File: src/rtl/ps2_pkg.sv
// ps2_pkg: shared types and constants for the PS/2 Set-2 scancode controller.
//   ps2_event_t   : one parsed key event {code, ext, brk}
//   ack_state_t   : irq/clear_keycode acknowledge FSM states
//   parse_state_t : Set-2 prefix parser states
//   ps2_is_discard: true for controller/status bytes that carry no key event
package ps2_pkg;

  typedef struct packed {
    logic [7:0] code;
    logic       ext;
    logic       brk;
  } ps2_event_t;

  typedef enum logic {
    ACK_IDLE = 1'b0,
    ACK_ACK  = 1'b1
  } ack_state_t;

  typedef enum logic [2:0] {
    P_BASE   = 3'd0,
    P_EXT    = 3'd1,
    P_BRK    = 3'd2,
    P_EXTBRK = 3'd3,
    P_SKIP   = 3'd4
  } parse_state_t;

  localparam logic [7:0] PS2_PFX_EXT   = 8'hE0;
  localparam logic [7:0] PS2_PFX_BRK   = 8'hF0;
  localparam logic [7:0] PS2_PFX_PAUSE = 8'hE1;
  localparam logic [2:0] PS2_PAUSE_LEN = 3'd7;

  localparam logic [7:0] PS2_BAT_OK    = 8'hAA;
  localparam logic [7:0] PS2_ACK       = 8'hFA;
  localparam logic [7:0] PS2_RESEND    = 8'hFE;
  localparam logic [7:0] PS2_ECHO      = 8'hEE;
  localparam logic [7:0] PS2_ERR0      = 8'h00;
  localparam logic [7:0] PS2_ERRF      = 8'hFF;

  function automatic logic ps2_is_discard(input logic [7:0] b);
    logic r;
    case (b)
      PS2_BAT_OK, PS2_ACK, PS2_RESEND, PS2_ECHO, PS2_ERR0, PS2_ERRF: r = 1'b1;
      default: r = 1'b0;
    endcase
    return r;
  endfunction

endpackage

File: src/rtl/ps2_event_fifo.sv
// ps2_event_fifo: synchronous FIFO of ps2_event_t with a registered head.
// Ports: clock, reset (sync, active-high); i_push/i_push_ev write side;
//   i_pop read side (ignored when empty); o_head registered head entry;
//   o_full, o_empty flags; o_count entries queued (0..DEPTH).
// A push on a full FIFO is accepted only if a pop happens in the same cycle.
module ps2_event_fifo
  import ps2_pkg::*;
#(
  parameter  int DEPTH = 8,
  localparam int CW    = $clog2(DEPTH) + 1,
  localparam int AW    = $clog2(DEPTH)
) (
  input  logic          clock,
  input  logic          reset,
  input  logic          i_push,
  input  ps2_event_t    i_push_ev,
  input  logic          i_pop,
  output ps2_event_t    o_head,
  output logic          o_full,
  output logic          o_empty,
  output logic [CW-1:0] o_count
);

  ps2_event_t    r_mem [DEPTH];
  logic [AW-1:0] r_wr_ptr;
  logic [AW-1:0] r_rd_ptr;
  logic [CW-1:0] r_count;
  logic          r_head_vld;
  ps2_event_t    r_head;

  logic          w_full;
  logic          w_pop_ok;
  logic          w_push_ok;
  logic [AW-1:0] w_rd_next;
  logic [CW-1:0] w_remaining;
  logic [CW-1:0] w_count_next;
  ps2_event_t    w_head_next;

  assign w_full    = (r_count == CW'(DEPTH));
  assign w_pop_ok  = i_pop & r_head_vld;
  assign w_push_ok = i_push & (~w_full | w_pop_ok);

  // Next head: the pushed entry when the FIFO would otherwise drain, else memory.
  always_comb begin
    w_rd_next    = w_pop_ok ? (r_rd_ptr + AW'(1)) : r_rd_ptr;
    w_remaining  = r_count - CW'(w_pop_ok);
    w_count_next = w_remaining + CW'(w_push_ok);
    if (w_remaining == CW'(0)) begin
      w_head_next = w_push_ok ? i_push_ev : r_head;
    end else begin
      w_head_next = r_mem[w_rd_next];
    end
  end

  // Storage, pointers, count and registered head.
  always_ff @(posedge clock) begin
    if (reset) begin
      r_wr_ptr   <= '0;
      r_rd_ptr   <= '0;
      r_count    <= '0;
      r_head_vld <= 1'b0;
      r_head     <= '0;
    end else begin
      if (w_push_ok) begin
        r_mem[r_wr_ptr] <= i_push_ev;
        r_wr_ptr        <= r_wr_ptr + AW'(1);
      end
      r_rd_ptr   <= w_rd_next;
      r_count    <= w_count_next;
      r_head_vld <= (w_count_next != CW'(0));
      r_head     <= w_head_next;
    end
  end

  assign o_head  = r_head;
  assign o_full  = w_full;
  assign o_empty = ~r_head_vld;
  assign o_count = r_count;

endmodule

File: src/rtl/ps2_scancode_ctrl.sv
// ps2_scancode_ctrl: acknowledges KFPS2KB bytes, parses Set-2 prefixes
// (E0 extended, F0 break, E1 pause) into single key events and queues them.
// Ports: clock, reset (sync, active-high); irq/keycode from KFPS2KB,
//   clear_keycode acknowledge back; event_valid/event_ready handshake with
//   event_code/event_ext/event_break head fields; overflow sticky drop flag;
//   fifo_count queued entries.
// Optional build macro PS2_TYPEMATIC_FILTER_EN: suppresses typematic repeats
//   (a make identical to the currently held key).
module ps2_scancode_ctrl
  import ps2_pkg::*;
#(
  parameter  int DEPTH = 8,
  localparam int CW    = $clog2(DEPTH) + 1
) (
  input  logic          clock,
  input  logic          reset,
  input  logic          irq,
  input  logic [7:0]    keycode,
  output logic          clear_keycode,
  output logic          event_valid,
  input  logic          event_ready,
  output logic [7:0]    event_code,
  output logic          event_ext,
  output logic          event_break,
  output logic          overflow,
  output logic [CW-1:0] fifo_count
);

  ack_state_t   r_ack_state, w_ack_next;
  logic         w_latch;
  logic [7:0]   r_byte_q;
  logic         r_byte_vld;
  logic         r_clear;

  parse_state_t r_pstate, w_pnext;
  logic [2:0]   r_skip_cnt, w_skip_next;
  logic         w_emit;
  ps2_event_t   w_emit_ev;
  logic         w_suppress;

  logic         r_push;
  ps2_event_t   r_push_ev;
  logic         r_overflow;

  ps2_event_t   w_head;
  logic         w_full;
  logic         w_empty;
  logic         w_pop;

  // Acknowledge FSM: latch one byte per irq assertion, hold ack until irq drops.
  always_comb begin
    w_ack_next = r_ack_state;
    w_latch    = 1'b0;
    case (r_ack_state)
      ACK_IDLE: begin
        if (irq) begin
          w_ack_next = ACK_ACK;
          w_latch    = 1'b1;
        end else begin
          w_ack_next = ACK_IDLE;
        end
      end
      ACK_ACK: begin
        if (!irq) begin
          w_ack_next = ACK_IDLE;
        end else begin
          w_ack_next = ACK_ACK;
        end
      end
      default: w_ack_next = ACK_IDLE;
    endcase
  end

  // Acknowledge state, latched byte and its one-cycle valid strobe.
  always_ff @(posedge clock) begin
    if (reset) begin
      r_ack_state <= ACK_IDLE;
      r_clear     <= 1'b0;
      r_byte_q    <= 8'h00;
      r_byte_vld  <= 1'b0;
    end else begin
      r_ack_state <= w_ack_next;
      r_clear     <= (w_ack_next == ACK_ACK);
      r_byte_vld  <= w_latch;
      if (w_latch) begin
        r_byte_q <= keycode;
      end else begin
        r_byte_q <= r_byte_q;
      end
    end
  end

  // Prefix parser: runs only on the strobe cycle after a byte is latched.
  always_comb begin
    w_pnext     = r_pstate;
    w_skip_next = r_skip_cnt;
    w_emit      = 1'b0;
    w_emit_ev   = '{code: r_byte_q, ext: 1'b0, brk: 1'b0};
    if (r_byte_vld) begin
      case (r_pstate)
        P_BASE, P_EXT: begin
          if (r_byte_q == PS2_PFX_EXT) begin
            w_pnext = P_EXT;
          end else if (r_byte_q == PS2_PFX_PAUSE) begin
            w_pnext     = P_SKIP;
            w_skip_next = PS2_PAUSE_LEN;
          end else if (r_byte_q == PS2_PFX_BRK) begin
            w_pnext = (r_pstate == P_EXT) ? P_EXTBRK : P_BRK;
          end else if ((r_pstate == P_BASE) && ps2_is_discard(r_byte_q)) begin
            w_pnext = P_BASE;
          end else begin
            w_emit        = 1'b1;
            w_emit_ev.ext = (r_pstate == P_EXT);
            w_pnext       = P_BASE;
          end
        end
        P_BRK, P_EXTBRK: begin
          w_emit        = 1'b1;
          w_emit_ev.ext = (r_pstate == P_EXTBRK);
          w_emit_ev.brk = 1'b1;
          w_pnext       = P_BASE;
        end
        P_SKIP: begin
          // The seventh byte after E1 closes the pause sequence.
          if (r_skip_cnt == 3'd1) begin
            w_emit      = 1'b1;
            w_emit_ev   = '{code: PS2_PFX_PAUSE, ext: 1'b1, brk: 1'b0};
            w_skip_next = 3'd0;
            w_pnext     = P_BASE;
          end else begin
            w_skip_next = r_skip_cnt - 3'd1;
          end
        end
        default: begin
          w_pnext     = P_BASE;
          w_skip_next = 3'd0;
        end
      endcase
    end else begin
      w_pnext     = r_pstate;
      w_skip_next = r_skip_cnt;
    end
  end

  // Parser state and skip counter.
  always_ff @(posedge clock) begin
    if (reset) begin
      r_pstate   <= P_BASE;
      r_skip_cnt <= 3'd0;
    end else begin
      r_pstate   <= w_pnext;
      r_skip_cnt <= w_skip_next;
    end
  end

`ifdef PS2_TYPEMATIC_FILTER_EN
  logic       r_last_vld;
  logic [8:0] r_last_key;

  assign w_suppress = w_emit & ~w_emit_ev.brk & r_last_vld &
                      (r_last_key == {w_emit_ev.code, w_emit_ev.ext});

  // Held-key tracker: a make records the key, any break forgets it.
  always_ff @(posedge clock) begin
    if (reset) begin
      r_last_vld <= 1'b0;
      r_last_key <= 9'h000;
    end else if (w_emit) begin
      r_last_vld <= ~w_emit_ev.brk;
      r_last_key <= {w_emit_ev.code, w_emit_ev.ext};
    end else begin
      r_last_vld <= r_last_vld;
      r_last_key <= r_last_key;
    end
  end
`else
  assign w_suppress = 1'b0;
`endif

  // Registered push request and sticky overflow on a dropped event.
  always_ff @(posedge clock) begin
    if (reset) begin
      r_push     <= 1'b0;
      r_push_ev  <= '0;
      r_overflow <= 1'b0;
    end else begin
      r_push     <= w_emit & ~w_suppress;
      r_push_ev  <= w_emit_ev;
      r_overflow <= r_overflow | (r_push & w_full & ~w_pop);
    end
  end

  assign w_pop = event_ready & ~w_empty;

  ps2_event_fifo #(.DEPTH(DEPTH)) u_fifo (
    .clock     (clock),
    .reset     (reset),
    .i_push    (r_push),
    .i_push_ev (r_push_ev),
    .i_pop     (w_pop),
    .o_head    (w_head),
    .o_full    (w_full),
    .o_empty   (w_empty),
    .o_count   (fifo_count)
  );

  assign clear_keycode = r_clear;
  assign event_valid   = ~w_empty;
  assign event_code    = w_head.code;
  assign event_ext     = w_head.ext;
  assign event_break   = w_head.brk;
  assign overflow      = r_overflow;

endmodule

File: config.mk
export PLATFORM = sky130hd
export DESIGN_NAME = ps2_scancode_ctrl
export DESIGN_NICKNAME = d
export VERILOG_FILES = /design/src/rtl/ps2_pkg.sv /design/src/rtl/ps2_event_fifo.sv /design/src/rtl/ps2_scancode_ctrl.sv
export SDC_FILE = /design/constraint.sdc
export NUM_CORES = 1
export LEC_CHECK = 0
export CAP_MARGIN = 10
export CELL_PAD_IN_SITES_DETAIL_PLACEMENT = 0
export CELL_PAD_IN_SITES_GLOBAL_PLACEMENT = 1
export CORE_ASPECT_RATIO = 1.4
export CORE_UTILIZATION = 35
export CTS_CLUSTER_DIAMETER = 40
export DETAILED_ROUTE_END_ITERATION = 12
export GPL_TIMING_DRIVEN = 0
export HOLD_SLACK_MARGIN = 0.02
export PLACE_DENSITY = 0.71
export REMOVE_ABC_BUFFERS = 1
export SYNTH_ARGS = -nofsm -noshare
export SYNTH_HDL_FRONTEND = slang
export SYNTH_HIERARCHICAL = 1
export SYNTH_SLANG_ARGS = --single-unit
export TNS_END_PERCENT = 1
File: constraint.sdc
create_clock -name clock -period 7.64 [get_ports clock]
set_clock_uncertainty 0.05 [all_clocks]
set_input_delay 1.528 -clock clock [delete_from_list [all_inputs] [get_ports clock]]
set_output_delay 1.528 -clock clock [all_outputs]
set_load 0.005 [all_outputs]
==> results of run 1 <==
[routing by layer]
metal  vias up  share of wire (%)
li1       1913                  -
met1      1990                 39
met2       125                 54
met3        25                5.2
met4         0                2.2
met5         -                  0
[cells in the mapped netlist, drive strengths merged (3+ instances only)]
cell type / number
edfxtp: 80
dfxtp: 49
nand2: 49
nor2: 48
mux2i: 21
nor2b: 19
buf: 17
clkbuf: 14
mux4: 14
a21oi: 13
inv: 13
a31oi: 11
or3: 10
a211oi: 8
a311oi: 8
ha: 8
nor3: 8
nor3b: 8
o211ai: 8
a2111oi: 7
o311ai: 7
mux2: 6
nand3: 6
nor4: 6
xnor2: 5
a21o: 4
and2: 4
nor4b: 4
xor2: 4
a221oi: 3
a32oi: 3
nand4: 3
or4: 3
[state kept, by name (all words and copies together) (netlist names)]
register / flops
clear_keycode: 1
overflow: 1
r_byte_q: 8
r_byte_vld: 1
r_pstate: 3
r_push: 1
r_push_ev: 10
r_skip_cnt: 3
u_fifo/o_count: 4
u_fifo/o_head: 10
u_fifo/r_head_vld: 1
u_fifo/r_mem: 80
u_fifo/r_rd_ptr: 3
u_fifo/r_wr_ptr: 3
[worst max path at each step]
stage,start,to,slack (ns)
2_1_floorplan,event_ready,u_fifo/r_mem[6][0]$_DFFE_PP_,3.39
3_3_place_gp,event_ready,u_fifo/r_mem[6][9]$_DFFE_PP_,0.79
3_5_place_dp,event_ready,u_fifo/r_mem[6][9]$_DFFE_PP_,2.36
4_1_cts,event_ready,u_fifo/r_mem[5][8]$_DFFE_PP_,2.79
5_1_grt,event_ready,u_fifo/o_head[8]$_SDFFE_PP0P_,2.59
6_report,event_ready,u_fifo/r_mem[6][0]$_DFFE_PP_,2.87
[worst register-to-register path: cells and delay by family (launching register included)]
family                 cells  cell delay, ns
DFF                        1            0.43
and+or+nand+nor            6            2.14
buffers and inverters      3            0.80
[kinds of logic (layout without fill, tap and decap cells)]
family | count (synthesis) | after routing | synth area share (%)
DFF | 129 | 129 | 56.96
AOI/OAI and AO/OA | 80 | 80 | 10.30
and+or+nand+nor | 177 | 177 | 15.29
buffers and inverters | 45 | 86 | 3.686
xor gates and xnor gates | 9 | 9 | 1.643
muxes | 41 | 41 | 10.43
adders and majority gates | 8 | 8 | 1.685
[cells in the final DEF, fill, tap and decap left out, drive strengths merged, types with 7 or more instances in the layout]
master	Yosys	routed
mux2i	21	21
o211ai	8	8
a2111oi	7	7
nor3b	8	8
nor3	8	8
a211oi	8	8
a311oi	8	8
ha	8	8
dfxtp	49	49
a31oi	11	11
a21oi	13	13
buf	17	13
nor2b	19	19
or3	10	10
mux4	14	14
o311ai	7	7
inv	13	20
edfxtp	80	80
nand2	49	49
clkbuf	14	17
nor2	48	48
clkdlybuf4s50	0	27
[cell type report]
type / count / area [sq um] / area share (%)
well taps: 203 / 254.0 / 3.578
clock buffers: 17 / 425.4 / 5.992
repair buffers: 40 / 417.9 / 5.887
inverters: 14 / 65.06 / 0.9165
clock inverters: 15 / 171.4 / 2.415
flip-flops and latches: 129 / 3386 / 47.69
multi-input cells: 315 / 2380 / 33.52
[power groups by stage]
| stage | registers, W | clock network [W] | logic [W] |
|---|---|---|---|
| detailed placement | 0.000777 | 0 | 0.0000711 |
| CTS | 0.000762 | 0.000824 | 0.0000715 |
| finish | 0.000762 | 0.000810 | 0.0000707 |
| floorplan | 0.000773 | 0 | 0.0000360 |
| global route | 0.000764 | 0.000857 | 0.0000777 |
| global placement | 0.000777 | 0 | 0.0000678 |
[metrics by stage]
| step | power (W) | area, sq um | cells | hold WS [ns] |
|---|---|---|---|---|
| floorplan | 0.0008091 | 5786 | 458 | 0.3858 |
| global placement | 0.0008444 | 6320 | 689 | 0.3818 |
| detailed placement | 0.0008478 | 6467 | 699 | 0.3824 |
| CTS | 0.001657 | 7064 | 731 | 0.3951 |
| global route | 0.001699 | 7099 | 733 | 0.4259 |
| finish | 0.001642 | 7099 | 733 | 0.3916 |
==> results.md, run 1 <==
Status:
- The run finished, with violations left.
- The final reports fail on design-rule violations.

Setup path:
- Traced cell by cell, the critical path runs through clkdlybuf4s50_1 -> nor2b_1 -> nand2_4 -> nand2_1 -> nand2_1 -> inv_2 -> nand2_1 -> nor4b_2 -> buf_4.
- The family with the most delay on the worst path is simple AND/OR/NAND/NOR gates.
- The critical path depth in cells is 9.
- Across all register-to-register paths, the minimum setup slack is between 3 and 4 ns.
- The cell type of the slowest stage on the worst timing path is nor4b_2.
- The launch instance of the worst register-to-register path is u_fifo/r_head_vld$_SDFF_PP0_.
- The maximum single-stage delay on the critical path is 0.87 ns.
- The nature of the critical path startpoint is an input pin.
- The critical path is of the input pin to flop type.
- The cell with the most instances on the worst path is nand2_1.
- The critical register-to-register path endpoint is u_fifo/r_mem[6][0]$_DFFE_PP_.
- The required time at the worst-slack endpoint is ~7.7 ns.
- The critical path contains buffers and inverters numbering 3 combined.
- Of all nets on the critical path, the largest fanout is 27.
- Data on the critical path arrives at its endpoint at between 4 and 5 ns.
- The number of cells on the worst reg-to-reg path is 9.
- The worst setup path is captured at a flop.

GRT:
- The overflow left after global routing is 0.
- Global routing consumed, on the met2 layer, ~30% of the routing resources.
- The initial antenna violation count is 0.
- Entering global routing, the biggest net connects 39 pins.
- The wire length of the first global-routing pass is between 20000 and 25000 um.
- Global routing consumed, on the met1 layer, 17.83% of the routing resources.
- The most crowded layer after global routing is met2.
- For this run, global-route usage on met3 was measured as ~4.5%.
- The number of global-route vias before repair came to 4079.
- The overall track demand over capacity in global routing is between 10% and 20%.

Final layout:
- The fraction of layout instances using a drive strength above 1 is between 10% and 20%.
- The count of inserted antenna diode cells is 0.
- Once layout is complete, the utilization of the core stands at between 40% and 50%.
- The post-synthesis to final-layout area growth is 19.53%.
- The filler cells instantiated in the layout total approximately 1500.
- The final net count is 537.

CTS:
- TritonCTS built the clock tree.
- The total CTS buffers is 17.
- In this run the post-CTS setup repair buffer count came out at 0.
- The H-tree generated during clock tree synthesis spans 4 levels.
- The number of hold buffers added after CTS was 0.
- The root buffer cell is clkbuf_16.
- The post-cts repair resize count is 0.
- The source-to-sink clock delay at the later pin of the worst-skew pair is 0.41 ns.
- The clock drives ~130 sinks.
- The maximum number of buffers from clock root to sink is 2.
- The clock-pin slew of the registers on the worst-case setup and hold paths is about 0.060 ns.

Hold path:
- Counting instances, the worst hold path has a depth of 1.
- The origin of the worst min-delay path is clear_keycode$_SDFF_PP0_.
- The path with the worst hold slack has its endpoint at r_byte_vld$_SDFF_PP0_.
- The worst hold-check path type is flop to flop.

Synth:
- The fraction of registers with async set or reset after synthesis is 0%.
- Sorting the synthesized cells by area gives the leading types as edfxtp_1 (40%), dfxtp_1 (17%), mux2i_1 (3.5%), mux4_1 (3.1%), nand2_1 (3.0%).
- The synthesized instance count is 489.
- For this run, the leading register cell type out of synthesis is edfxtp_1.
- The synthesized design devotes to its leading area cell type 40.45% of total area.
- After synthesis the netlist holds a flip-flop and latch count of 129.
- The largest total area in the synthesized netlist belongs to edfxtp_1.
- During synthesis, Yosys emitted a total of 6 warnings.
- In this run the mean area of a mapped cell was 12.15 sq um.
- In this run, synthesis inferred 80 flip-flops with an integrated enable.
- The synthesized netlist contains 60 unique library cells.
- For this run, the register share of the synthesized area comes to between 50% and 60%.
- In this run the cell area of the synthesized design comes to 5939 sq um.

Placement:
- The routability congestion estimate is 0.7162.
- The count of input and output buffers is 28.
- Timing analysis after detailed placement gives a worst setup slack of 2.363 ns.
- The HPWL after detailed placement is 8915 um.

Floorplanning:
- In this run the count of I/O pins placed on the die edge is 29.
- For this configuration, the core starts out at a cell density of 35.62%.
- The floorplan step defined a die boundary enclosing roughly 18000 sq um.
- The number of rows in the core area is 56.
- The overall die width is ~110 um.
- The core box area is between 15000 and 20000 sq um.
- From bottom edge to top edge, the die measures roughly 160 um.

Power:
- The highest ir drop seen on vdd is between 0.0002 and 0.00025 V.
- The fraction of power spent switching nets is between 20% and 30%.
- The switching power summed over all nets is about 0.00037 W.
- Per report_power, the combinational group accounts for ~4.3% of the total.
- Internal power comes to around 0.0013 W.
- The sequential cell fraction of total power is between 40% and 50%.
- The power per cell area is about 230 nW/um^2.
- The clock network fraction of total power is 49.3%.
- The static leakage is roughly 2.4 nW.

Drt:
- The detail route stage leaves a number of antenna-violating nets equal to 0.
- The first routing iteration left between 150 and 200 violations.
- The wire length per cell is 18.32 um.
- For this run, the detailed router's first-pass iteration total came to 8.
- The post-detailed-route via-to-cell ratio is between 5 and 6.
- In the routed design, unresolved DRC markers number 2.
- The via count is a little over 4000.
- The final layout contains routed wiring with a total length of about 13000 um.

STA:
- In the post-route analysis, the smallest setup slack over all paths is approximately 2.9 ns.
- Setup repair after global routing left no endpoint under its margin.
- The relative max-transition margin is between 20% and 30%.
- The actual slew at the worst max-slew pin is 1.097 ns.
- The final max-slew violation count is 0.
- The setup TNS after final layout is 0 ns.
- The minimum period implied by the final worst setup slack is 4.775 ns.
- Of the available clock period, the critical path in the final layout requires between 60% and 70%.
- The maximum frequency from static timing analysis is around 0.21 GHz.
- The hold violation total from the final report is 0.
- The number of setup violations in the final report is 0.

Flow run:
- The number of violations of the max-capacitance limit is 0.
Note: power is estimated with default switching activity, not from simulation.
==> run 2: changes to the inputs <==
==> constraint.sdc (replaced) <==
create_clock -name clock -period 4.6 [get_ports clock]
set_clock_uncertainty 0.05 [all_clocks]
set_input_delay 0.92 -clock clock [delete_from_list [all_inputs] [get_ports clock]]
set_output_delay 0.92 -clock clock [all_outputs]
set_load 0.005 [all_outputs]
==> results of run 2 <==
The final DEF is identical to that of run 1. Status: finished with violations: design-rule violations.
Among the figures that moved: setup slack after placement 2.363 ns -> -0.06860 ns; setup slack after layout 2.865 ns -> 0.4331 ns; register-to-register setup slack 3.92 ns -> 0.88 ns; total power 0.001642 W -> 0.002728 W; worst IR drop on VDD 0.0002075 V -> 0.0003445 V
==> run 3: changes to the inputs <==
==> constraint.sdc (replaced) <==
create_clock -name clock -period 4.65 [get_ports clock]
set_clock_uncertainty 0.05 [all_clocks]
set_input_delay 0.93 -clock clock [delete_from_list [all_inputs] [get_ports clock]]
set_output_delay 0.93 -clock clock [all_outputs]
set_load 0.005 [all_outputs]
==> results of run 3 <==
The final DEF is identical to that of run 1. Status: finished with violations: design-rule violations.
Among the figures that moved: setup slack after placement 2.363 ns -> -0.02860 ns; setup slack after layout 2.865 ns -> 0.4731 ns; register-to-register setup slack 3.92 ns -> 0.93 ns; total power 0.001642 W -> 0.002698 W; worst IR drop on VDD 0.0002075 V -> 0.0003408 V
